[config.mk]
export PLATFORM = sky130hd
export DESIGN_NAME = datapath_ctrl_fsm
export DESIGN_NICKNAME = d
export VERILOG_FILES = /design/src/rtl/datapath_ctrl_fsm.sv
export SDC_FILE = /design/constraint.sdc
export NUM_CORES = 1
export LEC_CHECK = 0
export BUFFER_PORTS_ARGS = -buffer_cell sky130_fd_sc_hd__buf_2
export CAP_MARGIN = 20
export CORE_MARGIN = 2
export CORE_UTILIZATION = 48
export DETAILED_ROUTE_END_ITERATION = 8
export PLACE_DENSITY = 0.93
export SLEW_MARGIN = 20
export SYNTH_ARGS = -nofsm -noshare
export SYNTH_HDL_FRONTEND = slang
export SYNTH_SLANG_ARGS = --single-unit
export TNS_END_PERCENT = 30
[constraint.sdc]
create_clock -name clk -period 3.2 [get_ports clk]
set_clock_uncertainty 0.2 [all_clocks]
set_input_delay 0.48 -clock clk [delete_from_list [all_inputs] [get_ports clk]]
set_output_delay 0.48 -clock clk [all_outputs]
set_load 0.02 [all_outputs]
[src/rtl/datapath_ctrl_fsm.sv]
// Multi-cycle controller: accepts 12-bit instructions and sequences datapath_4bits controls.
// Optional macro DPC_CMP_EN turns class 10 into a compare (flags only, no write); otherwise NOP.
module datapath_ctrl_fsm #(
  parameter int DATA_W = 4,
  parameter int ADDR_W = 2
) (
  input  logic              clk,
  input  logic              rst,
  input  logic [11:0]       instr,
  input  logic              instr_valid,
  output logic              instr_ready,
  input  logic [DATA_W-1:0] dp_result,
  input  logic              dp_carry_out,
  output logic [ADDR_W-1:0] reg_addr,
  output logic              write_enable,
  output logic              sel12,
  output logic              sel21,
  output logic [2:0]        opcode,
  output logic              carry_in,
  output logic [DATA_W-1:0] dados,
  output logic              done,
  output logic              zero_flag,
  output logic              carry_flag,
  output logic              illegal
);

  typedef enum logic [2:0] {IDLE, LOAD, RD_A, RD_B, CAP_B, WB, FIN} state_t;

  state_t            r_state;
  state_t            w_next;
  logic [9:0]        r_instr;
  logic              r_zero;
  logic              r_carry;
  logic              r_illegal;
  logic              w_xfer;
  logic              w_isCmp;
  logic [2:0]        w_op;
  logic [ADDR_W-1:0] w_dst;
  logic [ADDR_W-1:0] w_srcA;
  logic [ADDR_W-1:0] w_srcB;
  logic              w_cin;
  logic [ADDR_W-1:0] w_ldDst;
  logic [DATA_W-1:0] w_imm;

  assign instr_ready = (r_state == IDLE) && !rst;
  assign w_xfer      = instr_valid && instr_ready;

  assign w_op    = r_instr[9:7];
  assign w_dst   = r_instr[6:5];
  assign w_srcA  = r_instr[4:3];
  assign w_srcB  = r_instr[2:1];
  assign w_cin   = r_instr[0];
  assign w_ldDst = r_instr[9:8];
  assign w_imm   = r_instr[3:0];

`ifdef DPC_CMP_EN
  logic r_cmp;

  always_ff @(posedge clk or posedge rst) begin
    if (rst)         r_cmp <= 1'b0;
    else if (w_xfer) r_cmp <= (instr[11:10] == 2'b10);
  end

  assign w_isCmp = r_cmp;
`else
  assign w_isCmp = 1'b0;
`endif

  // The instruction is only captured on a handshake; the class bits are consumed there.
  always_ff @(posedge clk or posedge rst) begin
    if (rst) begin
      r_state   <= IDLE;
      r_instr   <= '0;
      r_zero    <= 1'b0;
      r_carry   <= 1'b0;
      r_illegal <= 1'b0;
    end else begin
      r_state <= w_next;
      if (w_xfer) begin
        r_instr <= instr[9:0];
        if (instr[11:10] == 2'b11) r_illegal <= 1'b1;
      end
      if (r_state == WB) begin
        r_zero  <= (dp_result == '0);
        r_carry <= dp_carry_out;
      end
    end
  end

  assign zero_flag  = r_zero;
  assign carry_flag = r_carry;
  assign illegal    = r_illegal;

  always_comb begin
    w_next = r_state;
    case (r_state)
      IDLE: begin
        if (w_xfer) begin
          case (instr[11:10])
            2'b00:   w_next = LOAD;
            2'b01:   w_next = RD_A;
`ifdef DPC_CMP_EN
            2'b10:   w_next = RD_A;
`else
            2'b10:   w_next = FIN;
`endif
            default: w_next = FIN;
          endcase
        end
      end
      LOAD:    w_next = FIN;
      RD_A:    w_next = RD_B;
      RD_B:    w_next = CAP_B;
      CAP_B:   w_next = WB;
      WB:      w_next = FIN;
      FIN:     w_next = IDLE;
      default: w_next = IDLE;
    endcase
  end

  // Read phases keep write_enable low so register-file reads never disturb its contents.
  always_comb begin
    reg_addr     = '0;
    write_enable = 1'b0;
    sel12        = 1'b0;
    sel21        = 1'b0;
    opcode       = '0;
    carry_in     = 1'b0;
    dados        = '0;
    done         = 1'b0;
    case (r_state)
      LOAD: begin
        reg_addr     = w_ldDst;
        dados        = w_imm;
        write_enable = 1'b1;
      end
      RD_A: begin
        reg_addr = w_srcA;
        opcode   = w_op;
        carry_in = w_cin;
      end
      RD_B: begin
        reg_addr = w_srcB;
        opcode   = w_op;
        carry_in = w_cin;
      end
      CAP_B: begin
        reg_addr = w_srcB;
        sel12    = 1'b1;
        opcode   = w_op;
        carry_in = w_cin;
      end
      WB: begin
        reg_addr     = w_dst;
        sel12        = 1'b1;
        sel21        = 1'b1;
        opcode       = w_op;
        carry_in     = w_cin;
        write_enable = !w_isCmp;
      end
      FIN:     done = 1'b1;
      default: ;
    endcase
  end

endmodule

Word-level counts from Yosys, hierarchy flattened:

Cells that the tools add are included.

* bits in registers: 16
* input port bits: 20
* output and inout port bits: 18
* logic and storage cells: 36

* equality and inequality tests: 9
* multiplexer cells: 11
* reductions and logical operators: 11

Operators with widths (number)
* $pmux 3 s5: 1
* $eq 3x3->1 const B: 3
* $pmux 2 s4: 1
* $eq 3x2->1 const B: 2
* $mux 3: 2
* $pmux 3 s2: 1
* $reduce_or 2->1: 3
* $mux 1: 5
* $logic_not 4->1: 1
* $mux 4: 1
* $reduce_or 4->1: 1
* $eq 3x1->1 const B: 1
* $logic_not 3->1: 1
* $eq 2x1->1 const B: 1
* $eq 2x2->1 const B: 1
* $logic_and 1x1->1: 2
* $logic_not 2->1: 1
* $ne 2x2->1 const B: 1
* $reduce_and 2->1: 1
* $logic_not 1->1: 1

Longest topological paths before layout:

Gate-level depths: netlist of the first run.

* word-level depth: 5
* mapped depth: 5

Worst setup path before layout of the first run:

No wires, ideal clock.

* kind: register to output
* start point: reg r_state[1]
* end point: out reg_addr[0]
* arrival time: 1.489 ns
* data required time: 2.520 ns
* setup slack: 1.031 ns
* cell stages (with the launch flop): 5
* buffers on the path: 1
* cell sequence: dfrtp_1 > buf_2 > nor2b_1 > a221oi_1 > a21oi_1

* longest elaborated chain between the ends: 3
* elaborated cells on any way between the ends: 7
* those cells by class: eq/ne (5); mux (1); reduce/logical (1)

RTL lines
* start: declaration: line 29 `state_t r_state;`
* start signal: assignment: line 78 `r_state <= w_next;`
* $eq 3x3->1 / $eq 3x2->1 (equally long branches): line 131 `case (r_state)`
* $reduce_or 2->1 (no source line)
* $pmux 2 s4 (*): line 131
* end: declaration: line 14 `output logic [ADDR_W-1:0] reg_addr,`

Every way passes the cells marked *; elsewhere a longest branch is shown, timed or not.

Worst setup path after layout of the first run:

* start point: reg r_state[2]
* end point: out carry_in

* longest elaborated chain between the ends: 3
* elaborated cells on any way between the ends: 6
* those cells by class: eq/ne (4); mux (1); reduce/logical (1)

RTL lines
* $eq 3x3->1 / $eq 3x2->1 (equally long branches): line 131
* $reduce_or 4->1 (no source line) (*)
* $mux 1 (*): line 131
* end: declaration: line 19 `output logic carry_in,`

Marked as above.

==> results.sh, run 1 <==
export IMPL_grt_pass1_wl_mm=2.83
export IMPL_cts_setup_buffers=0
export IMPL_r2r_slack_ns=1.50
export IMPL_rows=14
export IMPL_cts_root_buf="clkbuf_4"
export IMPL_rr_endpoint="r_instr[1]"
export IMPL_layout_common_cells="buf_2, dfrtp_1, mux2_2, and2_1, a21oi_1"
export IMPL_finalCritPeriodShare=0.761
export IMPL_synth_fp_nets=92
export IMPL_grt_pass1_vias=687
export IMPL_grt_use_total=0.197
export IMPL_clk_pin_slew_worst_paths_ns=0.08
export IMPL_worstMarginPinSlew_ns=0.580
export IMPL_synthCells=72
export IMPL_ir_drop_mv=0.578
export IMPL_synth_distinct_cells=21
export IMPL_cts_tree="done"
export IMPL_reg2regPathDepth=3
export IMPL_ys_seq_area_frac=0.486
export IMPL_initial_core_util=0.528
export IMPL_layout_drive_gt1_share=0.527
export IMPL_drcViolationCount=0
export IMPL_outcome="completed"
export IMPL_io_buffers=37
export IMPL_synth_top_area_share=0.486
export IMPL_wl_mm=1.65
export IMPL_finalHoldViolations=0
export IMPL_worst_slack_ns=0.766
export IMPL_initialDrtViolationCount=6
export IMPL_dp_hpwl_mm=1.33
export IMPL_core_area_um2=1560
export IMPL_drt_met1_wl_um=680
export IMPL_maxSlewViolCount=0
export IMPL_top_layer_used="met4"
export IMPL_synth_largest_area_cell="dfrtp_1"
export IMPL_rsz0062_at_grt="no"
export IMPL_layout_min_cycle_time_ns=2.43
export IMPL_p_leak_nw=0.555
export IMPL_synth_top_cells_by_area="dfrtp_1, mux2_2, and2_1, a21oi_1, or2_2"
export IMPL_wire_per_inst_um=13.1
export IMPL_worstPathArrival_ns=1.75
export IMPL_end_kind="output pin"
export IMPL_worst_hold_path_type="primary input to async pin"
export IMPL_io_pins=38
export IMPL_antenna_found_initial=0
export IMPL_cts_resized=0
export IMPL_worstSkewPairLatency_ns=0.28
export IMPL_cap_viol_max_count=0
export IMPL_ant_nets=0
export IMPL_area_delta_synth_final_pct=26.4
export IMPL_cp_max_fo=13
export IMPL_max_stage_delay_ns=0.64
export IMPL_synth_area_um2=823
export IMPL_vias=688
export IMPL_stdcell_area_um2=1040
export IMPL_dieArea_um2=2060
export IMPL_ctsHoldBuffers=0
export IMPL_fp_dieH_um=45.4
export IMPL_cp_required_ns=2.52
export IMPL_cts_sinks=16
export IMPL_crit_type="flop to output pin"
export IMPL_final_nets=132
export IMPL_avgViaCountPerCell=5.46
export IMPL_crit_start="r_state[2]"
export IMPL_dr_wl_met2_um=863
export IMPL_r2r_start="r_state[2]"
export IMPL_route_met3_wl_um=78
export IMPL_startpoint_type="flop"
export IMPL_placed_area_um2=1020
export IMPL_clk_path_buf_depth=2
export IMPL_cp_cell_sequence="nor2b_1 > or2_2 > and2_1 > buf_2"
export IMPL_finalSetupTns_ns=0
export IMPL_avgSynthCellArea_um2=11.4
export IMPL_cts_buffers=3
export IMPL_final_common_cell="buf_2"
export IMPL_dr_pass1_iters=3
export IMPL_ys_ff_latch=16
export IMPL_gp_congestion=0.818
export IMPL_h_tree_depth=1
export IMPL_pre_cts_ws_ns=1.07
export IMPL_endpoint="carry_in"
export IMPL_grt_ovfl_total=0
export IMPL_yosysWarnings=0
export IMPL_fmax_mhz=411
export IMPL_setup_viol=0
export IMPL_grt_max_degree=17
export IMPL_crit_slowest_cell="dfrtp_1"
export IMPL_dieWidth_um=45.4
export IMPL_slew_headroom=0.613
export IMPL_antennaDiodeCount=0
export IMPL_power_density_nw_per_um2=1020
-- power by group --
| group | switching, mW | internal, mW | leakage [nW] |
|---|---|---|---|
| Sequential | 0.109 | 0.302 | 0.194 |
| Clock | 0.0567 | 0.0436 | 0.0138 |
| Combinational | 0.296 | 0.251 | 0.348 |
| Total | 0.462 | 0.596 | 0.555 |
-- flip-flops by register name, indices dropped and copies added, names as in the netlist --
register and flops:
zero_flag 1, illegal 1, r_state 3, r_instr 10, carry_flag 1
-- synth_stat cells --
master	n
a211oi_1	2
a21oi_1	6
a221oi_1	2
a41o_1	1
and2_1	8
and3_1	1
buf_2	2
dfrtp_1	16
inv_1	4
mux2_2	12
mux2i_1	2
nand2_1	1
nand2_4	1
nand2b_1	1
nor2_1	2
nor2b_1	3
nor4_1	1
nor4_4	1
o22ai_1	1
o31ai_1	1
or2_2	4
-- through the flow --
step / power (mW) / cells / util / hold WS (ns)
after floorplan: 0.798 / 72 / - / 0.194
after global placement: 0.942 / 123 / 0.653 / 0.248
after detailed placement: 0.965 / 123 / 0.653 / 0.267
after CTS: 1.07 / 126 / 0.668 / 0.109
after global routing: 1.14 / 126 / 0.668 / 0.135
final: 1.06 / 126 / 0.668 / 0.0904
-- worst min-delay path by stage --
stage / slack [ns] / cells after the start / start / to
4_1_cts: 0.11 / 2 / rst / r_state[1]
5_1_grt: 0.13 / 2 / rst / r_state[1]
2_1_floorplan: 0.19 / 1 / rst / carry_flag
3_3_place_gp: 0.25 / 1 / illegal / illegal
3_5_place_dp: 0.27 / 1 / illegal / illegal
6_report: 0.09 / 2 / rst / r_state[1]
-- routing by layer --
metal	vias up	GRT usage
met2	24	0.355
met1	328	0.206
met4	0	0.106
met3	4	0.0476
li1	332	-
met5	-	0
-- critical path: cells and delay by family (launching register included) --
| kind | cells | cell delay, ns |
|---|---|---|
| flip-flops | 1 | 0.64 |
| AND/OR/NAND/NOR | 3 | 0.69 |
| buffers and inverters | 1 | 0.15 |
-- layout make-up --
| type | instances | area [µm²] |
|---|---|---|
| tap | 16 | 20.0 |
| fill | 120 | 518 |
| clock buffer | 3 | 22.5 |
| multi-input combinational | 50 | 398 |
| timing repair buffer | 37 | 185 |
| inverter | 4 | 15.0 |
| sequential | 16 | 400 |
-- cell families after synthesis --
kind of cell,after synthesis,synth area share
AND/OR/NAND/NOR,23,0.190
multiplexers,14,0.188
AO/OA/AOI/OAI,13,0.105
buffers and inverters,6,0.0304
flip-flops,16,0.486
Power figures use the tool's default switching activity.
==> inputs of run 2 (changes only) <==
CORE_UTILIZATION = 40   (was 48)
PLACE_DENSITY = 0.84   (was 0.93)
clock period = 2.2 ns   (was 3.2 ns; I/O delays follow)
==> results.sh, run 2 (synthesis gave the netlist of run 1 again) <==
export IMPL_layout_min_cycle_time_ns=2.11
export IMPL_h_tree_depth=1
export IMPL_hold_end="r_instr[7]"
export IMPL_drcViolationCount=0
export IMPL_reg_top3="r_instr x10, r_state x3"
export IMPL_startpoint_type="flop"
export IMPL_dr_pass1_iters=4
export IMPL_dieWidth_um=49.4
export IMPL_hold_path_cell_count=2
export IMPL_cap_viol_max_count=0
export IMPL_cts_sinks=16
export IMPL_finalCritPeriodShare=0.959
export IMPL_gp_congestion=0.712
export IMPL_io_pins=38
export IMPL_cp_required_ns=1.67
export IMPL_rr_endpoint="r_instr[5]"
export IMPL_hold_start="instr[7]"
export IMPL_rows=16
export IMPL_ant_nets=0
export IMPL_cts_root_buf="clkbuf_4"
export IMPL_area_delta_synth_final_pct=36.2
export IMPL_layout_common_cells="buf_2, dfrtp_1, mux2_2, and2_1, a21oi_1"
export IMPL_ir_drop_mv=0.766
export IMPL_num_fill_cells=192
export IMPL_antenna_found_initial=0
export IMPL_grt_pass1_vias=644
export IMPL_vias=700
export IMPL_dieArea_um2=2440
export IMPL_slew_headroom=0.604
export IMPL_avgViaCountPerCell=4.86
export IMPL_holdWs_ns=0.0604
export IMPL_r2r_start="r_state[2]"
export IMPL_grt_pass1_wl_mm=2.82
export IMPL_grt_use_total=0.149
export IMPL_final_nets=138
export IMPL_rsz0062_at_grt="no"
export IMPL_reg2regPathDepth=5
export IMPL_cp_max_fo=10
export IMPL_finalHoldViolations=0
export IMPL_wire_per_inst_um=12.3
export IMPL_final_common_cell="buf_2"
export IMPL_fp_dieH_um=49.4
export IMPL_worstMarginPinSlew_ns=0.594
export IMPL_grt_max_degree=17
export IMPL_antennaDiodeCount=0
export IMPL_fmax_mhz=474
export IMPL_clk_pin_slew_worst_paths_ns=0.10
export IMPL_wl_mm=1.78
export IMPL_largest_reg_flops=10
export IMPL_dp_hpwl_mm=1.37
export IMPL_power_density_nw_per_um2=1490
export IMPL_worstSkewPairLatency_ns=0.29
export IMPL_core_area_um2=1940
export IMPL_outcome="completed"
export IMPL_cts_tree="done"
export IMPL_end_kind="output pin"
export IMPL_initialDrtViolationCount=6
export IMPL_worst_hold_path_type="primary input to flop"
export IMPL_initial_core_util=0.424
export IMPL_layout_drive_gt1_share=0.573
export IMPL_worstPathArrival_ns=1.58
export IMPL_crit_type="flop to output pin"
export IMPL_cts_buffers=3
export IMPL_p_leak_nw=0.590
export IMPL_maxSlewViolCount=0
export IMPL_clk_path_buf_depth=2
export IMPL_top_register="r_instr"
export IMPL_r2r_slack_ns=0.38
export IMPL_fin_util=0.577
export IMPL_setup_viol=0
export IMPL_io_buffers=37
export IMPL_grt_ovfl_total=0
export IMPL_finalSetupTns_ns=0
[run 2: cell count changes in the layout (fill, tap and decap cells not counted)]
cell / delta
buf_4: +5
nor2b_2: +1
clkbuf_8: +1
nor2b_1: -1
dfrtp_1: -2
dlygate4sd3_1: +1
dfrtp_2: +2
[run 2: layout make-up]
cell class	instances	area (µm²)	share of cell area
clock buffer	4	36.3	0.0324
inverter	4	15.0	0.0134
multi-input combinational	50	400	0.357
tap	27	33.8	0.0301
sequential	16	403	0.359
timing repair buffer	43	233	0.208
[run 2: worst max-delay path: stages, from the launching register on]
cell	delay [ns]
dfrtp_2	0.47
nor2b_2	0.20
or2_2	0.31
and2_1	0.17
buf_2	0.15
[run 2: repair_timing]
item                                   CTS  global route
setup endpoints to repair                0             8
buffers inserted                         0             4
hold buffers                             1             0
resized for setup                        0             3
endpoints found under the hold margin   16             0
[run 2: routing by layer]
| metal | vias to the layer above | track usage | part of all wire |
|---|---|---|---|
| li1 | 345 | - | - |
| met1 | 323 | 0.168 | 0.40 |
| met2 | 26 | 0.270 | 0.52 |
| met3 | 6 | 0.0337 | 0.061 |
| met4 | 0 | 0.0571 | 0.019 |
| met5 | - | 0 | 0 |
[run 2: how the worst max path moves through the flow]
stage	start	endpoint	slack (ns)	depth (start not counted)
3_3_place_gp	r_state[1]	opcode[2]	0.35	4
2_1_floorplan	r_state[1]	reg_addr[0]	0.18	4
5_1_grt	r_state[1]	opcode[2]	0.01	4
3_5_place_dp	r_state[1]	opcode[2]	0.33	4
4_1_cts	r_state[1]	opcode[2]	0.002	4
6_report	r_state[1]	opcode[2]	0.09	4
[run 2: where the power goes]
| part | internal [mW] | switching (mW) | leakage, nW |
|---|---|---|---|
| combinational | 0.423 | 0.480 | 0.377 |
| sequential | 0.443 | 0.128 | 0.192 |
| clock | 0.101 | 0.0963 | 0.0210 |
[run 2: metrics by stage]
stage	instance area (µm²)	setup WS, ns	total power [mW]	instances
after global placement	1040	0.347	1.39	135
final	1120	0.0905	1.67	144
after CTS	1090	0.00187	1.62	140
after global routing	1120	0.0108	1.80	144
after detailed placement	1040	0.325	1.42	135
after floorplan	823	0.181	1.16	72
